==> src/rtl/video_pattern_src.sv <==
// Raster test-pattern source: frame timing counters plus a pattern generator
// driving registered vs/hs/blank/RGB stream outputs on the en_i pixel strobe.
module video_pattern_src #(
    parameter int PIXEL_DEPTH = 8,
    parameter int H_ACTIVE    = 640,
    parameter int H_FP        = 16,
    parameter int H_SYNC      = 96,
    parameter int H_BP        = 48,
    parameter int V_ACTIVE    = 480,
    parameter int V_FP        = 10,
    parameter int V_SYNC      = 2,
    parameter int V_BP        = 33,
    parameter int GRID_LOG2   = 5
) (
    input  logic                   clk,
    input  logic                   rst_ni,
    input  logic                   en_i,
    input  logic [1:0]             mode_i,
    output logic                   vs_no,
    output logic                   hs_no,
    output logic                   blank_no,
    output logic                   en_o,
    output logic [PIXEL_DEPTH-1:0] output_R,
    output logic [PIXEL_DEPTH-1:0] output_G,
    output logic [PIXEL_DEPTH-1:0] output_B,
    output logic [7:0]             frame_cnt_o
);
    localparam int H_TOTAL = H_ACTIVE + H_FP + H_SYNC + H_BP;
    localparam int V_TOTAL = V_ACTIVE + V_FP + V_SYNC + V_BP;
    // One spare bit so the sync-end bounds never alias when a total is a power of two.
    localparam int HW = $clog2(H_TOTAL + 1);
    localparam int VW = $clog2(V_TOTAL + 1);

    localparam logic [HW-1:0] H_LAST    = HW'(H_TOTAL - 1);
    localparam logic [HW-1:0] H_ACT_END = HW'(H_ACTIVE);
    localparam logic [HW-1:0] HS_START  = HW'(H_ACTIVE + H_FP);
    localparam logic [HW-1:0] HS_END    = HW'(H_ACTIVE + H_FP + H_SYNC);
    localparam logic [VW-1:0] V_LAST    = VW'(V_TOTAL - 1);
    localparam logic [VW-1:0] V_ACT_END = VW'(V_ACTIVE);
    localparam logic [VW-1:0] VS_START  = VW'(V_ACTIVE + V_FP);
    localparam logic [VW-1:0] VS_END    = VW'(V_ACTIVE + V_FP + V_SYNC);

    localparam int BAR_W = H_ACTIVE / 8;
    localparam logic [GRID_LOG2-1:0] GRID_MID = GRID_LOG2'(1 << (GRID_LOG2 - 1));

    logic [HW-1:0]          h_cnt;
    logic [VW-1:0]          v_cnt;
    logic [1:0]             mode_q;
    logic [7:0]             frame_q;

    logic                   h_wrap;
    logic                   v_wrap;
    logic                   frame_start;
    logic [1:0]             mode_eff;
    logic                   active;
    logic                   hs_act;
    logic                   vs_act;
    logic [2:0]             bar;
    logic [PIXEL_DEPTH-1:0] ramp;
    logic [PIXEL_DEPTH-1:0] pix_r;
    logic [PIXEL_DEPTH-1:0] pix_g;
    logic [PIXEL_DEPTH-1:0] pix_b;

    assign h_wrap      = (h_cnt == H_LAST);
    assign v_wrap      = (v_cnt == V_LAST);
    assign frame_start = (h_cnt == '0) && (v_cnt == '0);
    // The first pixel of a frame already shows the newly selected pattern.
    assign mode_eff    = frame_start ? mode_i : mode_q;

    assign active = (h_cnt < H_ACT_END) && (v_cnt < V_ACT_END);
    assign hs_act = (h_cnt >= HS_START) && (h_cnt < HS_END);
    assign vs_act = (v_cnt >= VS_START) && (v_cnt < VS_END);

    assign frame_cnt_o = frame_q;

    always_ff @(posedge clk or negedge rst_ni) begin
        if (!rst_ni) begin
            h_cnt <= '0;
            v_cnt <= '0;
        end else if (en_i) begin
            if (h_wrap) begin
                h_cnt <= '0;
                v_cnt <= v_wrap ? '0 : v_cnt + 1'b1;
            end else begin
                h_cnt <= h_cnt + 1'b1;
            end
        end
    end

    always_ff @(posedge clk or negedge rst_ni) begin
        if (!rst_ni) begin
            mode_q  <= 2'd0;
            frame_q <= 8'd0;
        end else if (en_i) begin
            if (frame_start) begin
                mode_q <= mode_i;
            end
            if (h_wrap && v_wrap) begin
                frame_q <= frame_q + 8'd1;
            end
        end
    end

    always_comb begin
        bar   = 3'd0;
        ramp  = PIXEL_DEPTH'(h_cnt) + PIXEL_DEPTH'(frame_q);
        pix_r = '0;
        pix_g = '0;
        pix_b = '0;
        // Bar index by threshold compare rather than a divider.
        for (int k = 1; k < 8; k++) begin
            if (h_cnt >= HW'(k * BAR_W)) begin
                bar = 3'(k);
            end
        end
        case (mode_eff)
            2'd0: begin
                if (h_cnt[GRID_LOG2] ^ v_cnt[GRID_LOG2]) begin
                    pix_r = '1;
                    pix_g = '1;
                    pix_b = '1;
                end
            end
            2'd1: begin
                pix_r = {PIXEL_DEPTH{~bar[1]}};
                pix_g = {PIXEL_DEPTH{~bar[2]}};
                pix_b = {PIXEL_DEPTH{~bar[0]}};
            end
            2'd2: begin
                pix_r = ramp;
                pix_g = ramp;
                pix_b = ramp;
            end
            default: begin
                if ((h_cnt[GRID_LOG2-1:0] == GRID_MID) && (v_cnt[GRID_LOG2-1:0] == GRID_MID)) begin
                    pix_r = '1;
                    pix_g = '1;
                    pix_b = '1;
                end
            end
        endcase
        if (!active) begin
            pix_r = '0;
            pix_g = '0;
            pix_b = '0;
        end
    end

    always_ff @(posedge clk or negedge rst_ni) begin
        if (!rst_ni) begin
            vs_no    <= 1'b1;
            hs_no    <= 1'b1;
            blank_no <= 1'b0;
            output_R <= '0;
            output_G <= '0;
            output_B <= '0;
            en_o     <= 1'b0;
        end else begin
            en_o <= en_i;
            if (en_i) begin
                vs_no    <= ~vs_act;
                hs_no    <= ~hs_act;
                blank_no <= active;
                output_R <= pix_r;
                output_G <= pix_g;
                output_B <= pix_b;
            end
        end
    end
endmodule

==> config.mk <==
export PLATFORM = sky130hd
export DESIGN_NAME = video_pattern_src
export DESIGN_NICKNAME = d
export VERILOG_FILES = /design/src/rtl/video_pattern_src.sv
export SDC_FILE = /design/constraint.sdc
export NUM_CORES = 1
export LEC_CHECK = 0
export CORE_AREA = 2 2 84 86
export DETAILED_ROUTE_END_ITERATION = 10
export DIE_AREA = 0 0 86 88
export GPL_TIMING_DRIVEN = 1
export PLACE_DENSITY_LB_ADDON = 0.2
export SYNTH_ARGS = -nofsm -noshare
export SYNTH_HDL_FRONTEND = slang
export SYNTH_SLANG_ARGS = --single-unit
==> constraint.sdc <==
create_clock -name clk -period 2.2 [get_ports clk]
set_input_delay 0.66 -clock clk [delete_from_list [all_inputs] [get_ports clk]]
set_output_delay 0.66 -clock clk [all_outputs]
set_load 0.01 [all_outputs]
Yosys cells after proc, flatten, opt, wreduce, memory -nomap -nowiden
Index checks and enable logic that the tools add are counted.
- flip-flop bits (word level): 58
- latch bits: 0
- memory bits (writable): 0
- ROM bits: 0
- input port bits: 5
- output and inout port bits: 36
- logic and storage cells: 69
- memories kept: 0
- $add $sub $neg: 4
- $mul: 0
- divide/modulo/power cells: 0
- order comparisons: 13
- eq/ne operators: 6
- shift-type cells: 0
- multiplexer cells: 18
- bitwise operators: 6
- reduce and logical (&&, ||, !) cells: 11
- operators with widths (kind ; count):
    case mux 8 bit (3 select lines) ; 3
    greater-or-equal comparator 10 x 9 -> 1 bit, second input constant ; 4
    two-way mux 8 bit ; 5
    adder 10 x 1 -> 10 bit, second input constant ; 2
    == test 10 bit, second input constant ; 2
    greater-or-equal comparator 10 bit, second input constant ; 2
    greater-or-equal comparator 10 x 8 -> 1 bit, second input constant ; 2
    zero test 10 bit ; 2
    < comparator 10 bit, second input constant ; 2
    < comparator 10 x 9 -> 1 bit, second input constant ; 2
    two-way mux 10 bit ; 2
    two-way mux 3 bit ; 6
    == test 5 bit, second input constant ; 2
    greater-or-equal comparator 10 x 7 -> 1 bit, second input constant ; 1
    adder 8 x 1 -> 8 bit, second input constant ; 1
    adder 8 bit ; 1
    logical AND 1 bit ; 6
    NOT 1 bit ; 5
    AND reduction 2 bit ; 2
    == test 2 x 1 -> 1 bit, second input constant ; 1
    == test 2 bit, second input constant ; 1
    zero test 2 bit ; 1
    two-way mux 2 bit ; 1
    two-way mux 1 bit ; 1
    bitwise XOR 1 bit ; 1

Longest topological paths before layout
- depth after elaboration: 11
- mapped depth: 8
- gate-level depth less buffers: 8

Least setup slack after synthesis
Ideal clock, no wire load.
- kind: flip-flop to flip-flop
- from: reg h_cnt[4]
- to: reg output_R[7]
- library setup time: 65 ps
- data arrival time: 2351 ps
- data required time: 2135 ps
- path slack: -216 ps
- stages on the path, launching flop included: 8
- path buffers: 1
- period minus slack after synthesis: 2416 ps
- cell sequence: dfrtp_1 -> buf_4 -> nor4_2 -> and4b_4 -> mux2_4 -> or4_4 -> a21oi_4 -> a311o_2
- longest elaborated chain between the ends: 10
- elaborated cells between the ends (all ways): 27
- classes of those cells: add/sub (1); order compare (7); eq/ne (3); mux (10); bitwise (1); reduce/logical (5)
- RTL lines (element ; RTL line ; text):
    start: declaration ; 46 ; logic [HW-1:0] h_cnt;
    start signal: assignment ; 85 ; h_cnt <= h_cnt + 1'b1;
    greater-or-equal comparator 10 x 8 -> 1 bit ; 112 ; if (h_cnt >= HW'(k * BAR_W)) begin
    two-way mux 3 bit (6 in series) ; 112 ;
    NOT 1 bit ; 125 ; pix_r = {PIXEL_DEPTH{~bar[1]}};
    case mux 8 bit (3 select lines) ; 116 ; case (mode_eff)
    two-way mux 8 bit (*) ; 142 ; if (!active) begin
    end signal: assignment ; 164 ; output_R <= pix_r;
    end: declaration ; 23 ; output logic [PIXEL_DEPTH-1:0] output_R,
Mark *: on every way between the ends. The rest lies on a longest branch, timed or not.
A chain may end at the register's enable or synchronous reset.

Worst setup path in the final report
- from: reg v_cnt[5]
- to: reg output_G[7]
- longest elaborated chain between the ends: 6
- elaborated cells between the ends (all ways): 12
- classes of those cells: order compare (1); eq/ne (2); mux (4); bitwise (1); reduce/logical (4)
- RTL lines (element ; RTL line ; text):
    start: declaration ; 47 ; logic [VW-1:0] v_cnt;
    start signal: assignment ; 83 ; v_cnt <= v_wrap ? '0 : v_cnt + 1'b1;
    zero test 10 bit ; 66 ; assign frame_start = (h_cnt == '0) && (v_cnt == '0);
    logical AND 1 bit ; 66 ;
    two-way mux 2 bit ; n/a ;
    == test 2 bit, or another cell as far along ; 116 ;
    case mux 8 bit (3 select lines) ; 116 ;
    two-way mux 8 bit (*) ; 142 ;
    end signal: assignment ; 165 ; output_G <= pix_g;
    end: declaration ; 24 ; output logic [PIXEL_DEPTH-1:0] output_G,
Marked as above.

==> out/qor.csv <==
stage;metric;value;unit
run_status;outcome;complete, but fails checks;
run_status;violations;negative setup slack;
yosys;async_reset_ff_share;100;%
worst_setup_path;cp_max_fo;8;
worst_setup_path;required;2.49;ns
worst_setup_path;crit_path_start;v_cnt[5];
cells_and_area;final_common_cell;buf_4;
cells_and_area;n_antenna_cell;0;
global_route;grt_start_max_net_pins;59;
drt;drc;0;
worst_setup_path;worst_path_largest_cell_delay;0.48;ns
placed_design;postPlaceCellArea;4100;um2
drt;drt_pass1_iterations;4;
cells_and_area;layout_common_cells;59 x buf_4, 54 x dfrtp_1, 38 x clkdlybuf4s50_1;
global_route;grt_usage;22.1;%
cts;root_buffer;clkbuf_8;
drt;wl;7760;um
timing;rsz0062_at_grt;yes;
floorplan;initial_utilization;48.5;%
yosys;syn_inst;308;
global_route;grt_pass1_vias;2716;
cts;cts_hold_buffers;0;
cts;clk_latency;0.35;ns
yosys;synthMuxAreaShare;1.47;%
floorplan;die_area;7570;um2
worst_setup_path;r2r_start;v_cnt[5];
cells_and_area;multi_input_area;1720;um2
cells_and_area;fillers;557;
cells_and_area;register_area;1460;um2
global_route;antenna_found_initial;0;
cells_and_area;area_growth;36.4;%
worst_setup_path;cp_num_buf_inv;0;
cts;cts_buffers;9;
timing;fin_crit;2.32;ns
timing;fmax;431;MHz
yosys;synth_seq_cells;58;
placed_design;io_buffer_count;40;
yosys;syn_avg_cell_area;10.5;um2
yosys;synth.yosys.warnings;0;
worst_setup_path;path_delay_family;simple AND/OR/NAND/NOR gates;
yosys;synth_edf_count;0;
worst_setup_path;end_kind;flip-flop;
floorplan;die_h;88;um
drt;post_drt_wl_per_cell;15.9;um
global_route;overflow;0;
floorplan;coreArea;6640;um2
yosys;synth_compound_area_share;19.7;%
worst_setup_path;crit_chain;nor4_4 > and4b_4 > mux2_4 > or4_4 > a21oi_4 > a311o_2;
worst_setup_path;path_class;flip-flop to flip-flop;
yosys;synthAdderAreaFrac;5.28;%
yosys;synth_cell_type_count;56;
timing;min_period_over_period;105;%
yosys;synth_top_family_by_area;compound AO/OA/AOI/OAI gates;
yosys;synth_ff_type;dfrtp_1;
floorplan;die_x;86;um
yosys;seq_area_frac_synth;45.1;%
cells_and_area;num-nets-final;422;
drt;num_vias;2766;
cells_and_area;final_cell_area;4400;um2
flow_run;drv_cap;0;
cts;clockBufferDepth;2;
timing;tns;-1.87;ns
timing;tightestPinTransition;0.476;ns
yosys;syn-num-nets;326;
drt;drtIter0Drc;105;
yosys;synth_xor_area_share;5.97;%
cts;clkTransAtPathRegs;0.07;ns
timing;slew_violations;0;
global_route;grt_pass1_wl;13000;um
timing;skew;0.00784;ns
min_path;hold_path.class;input port to async pin;
power;p_leak;2.01;nW
placed_design;place_congestion;0.803;
worst_setup_path;crit_slowest_cell;or4_4;
timing;fin_ws;-0.119;ns
drt;vias_per_cell;5.66;
cts;tritoncts;done;
timing;setup_viol;24;
timing;finalHoldViolations;0;
power;ir_drop;0.676;mV
floorplan;io-pin-count;41;
cts;clock-sinks;58;
worst_setup_path;arrival;2.61;ns
timing;maxSlewHeadroom;67.9;%
placed_design;hpwl;5570;um
yosys;syn_area;3230;um2
worst_setup_path;worstSetupStartpointType;flip-flop;
cts;cts_max_level;3;
floorplan;num_rows;30;
drt;ant_nets;0;
power;p_per_area;854;nW/um2
yosys;synth-simple-area-share;18.9;%
cells_and_area;drive_gt1_share;30.1;%
[layer usage]
layer,vias to the layer above,global-route usage [%],share of wire (%)
met4,0,6.93,1.4
li1,1328,-,-
met3,10,4.71,4.5
met2,70,33.8,45
met5,-,0,0
met1,1358,31.5,49
[flip-flops by register name (all words and copies together) (netlist names)]
signal / count
mode_q: 2
output_G: 8
vs_no: 1
output_B: 8
hs_no: 1
output_R: 8
en_o: 1
h_cnt: 10
v_cnt: 10
blank_no: 1
frame_cnt_o: 8
[kinds of logic after synthesis]
family	count (synthesis)
XOR/XNOR	22
multiplexers	4
AO/OA/AOI/OAI	79
flip-flops	58
AND/OR/NAND/NOR	104
adder cells (fa/ha/maj)	13
buffers and inverters	28
[synth_stat cells (4+ instances only)]
| cell | count | area share (%) |
|---|---|---|
| and3_1 | 7 | 1.4 |
| dfrtp_1 | 56 | 43 |
| a31oi_1 | 5 | 0.97 |
| a21o_1 | 7 | 1.6 |
| nor3b_1 | 5 | 1.2 |
| nand3_1 | 10 | 1.6 |
| nor2_1 | 13 | 1.5 |
| ha_1 | 12 | 4.7 |
| xor2_1 | 7 | 1.9 |
| nor3_1 | 8 | 1.2 |
| xnor2_1 | 15 | 4.1 |
| nand2_1 | 21 | 2.4 |
| clkbuf_1 | 9 | 1.0 |
| nor2b_1 | 4 | 0.78 |
| a221o_2 | 9 | 3.1 |
| nand4_1 | 11 | 2.1 |
| inv_1 | 12 | 1.4 |
| a211o_1 | 12 | 3.3 |
| o21ai_0 | 19 | 2.9 |
| a21oi_1 | 9 | 1.4 |
[metrics by stage]
stage,setup WS [ns],utilization (%),hold slack [ns],total power [mW],cells
4_1_cts,-0.0983,65.6,0.317,3.77,486
3_3_place_gp,-0.509,61.7,0.475,2.63,468
6_report,-0.119,66.2,0.289,3.76,489
5_1_grt,-0.187,66.2,0.326,3.96,489
3_5_place_dp,-0.528,61.7,0.479,2.66,468
2_1_floorplan,-0.0175,-,0.364,2.07,308
[worst register-to-register path, cell delays in order, from the launching register on]
cell,delay [ns]
dfrtp_1,0.41
nor4_4,0.30
and4b_4,0.28
mux2_4,0.31
or4_4,0.48
a21oi_4,0.30
a311o_2,0.17
[final timing paths]
check | endpoint | slack (ns) | cells after the start
worst min-delay path | output_B[4] | 0.29 | 2
min in group clk | hs_no | 0.49 | 2
worst min register to register | hs_no | 0.49 | 2
worst max register to register | output_G[7] | -0.12 | 6
worst max-delay path | output_G[7] | -0.12 | 6
max in group asynchronous | hs_no | 1.57 | 2
[power by group]
| part | switching [mW] | internal [mW] | total, mW |
|---|---|---|---|
| Clock | 0.461 | 0.634 | 1.10 |
| Combinational | 0.578 | 0.675 | 1.25 |
| Sequential | 0.142 | 1.27 | 1.41 |
[what timing repair did]
action                                  CTS  global route
endpoints found under the setup margin   36            37
resized for setup                         8             5
setup buffers                             2             3
hold endpoints to repair                  0             0
pin swaps                                 8            11
[final cells by class]
type | count | share of cell area [%]
inverter | 13 | 1.11
clock inverter | 7 | 2.13
multi-input combinational | 222 | 39.1
sequential | 58 | 33.1
clock buffer | 9 | 2.82
timing repair buffer | 100 | 19.5
tap | 80 | 2.28
No activity file was read; power rests on OpenSTA's default activity.
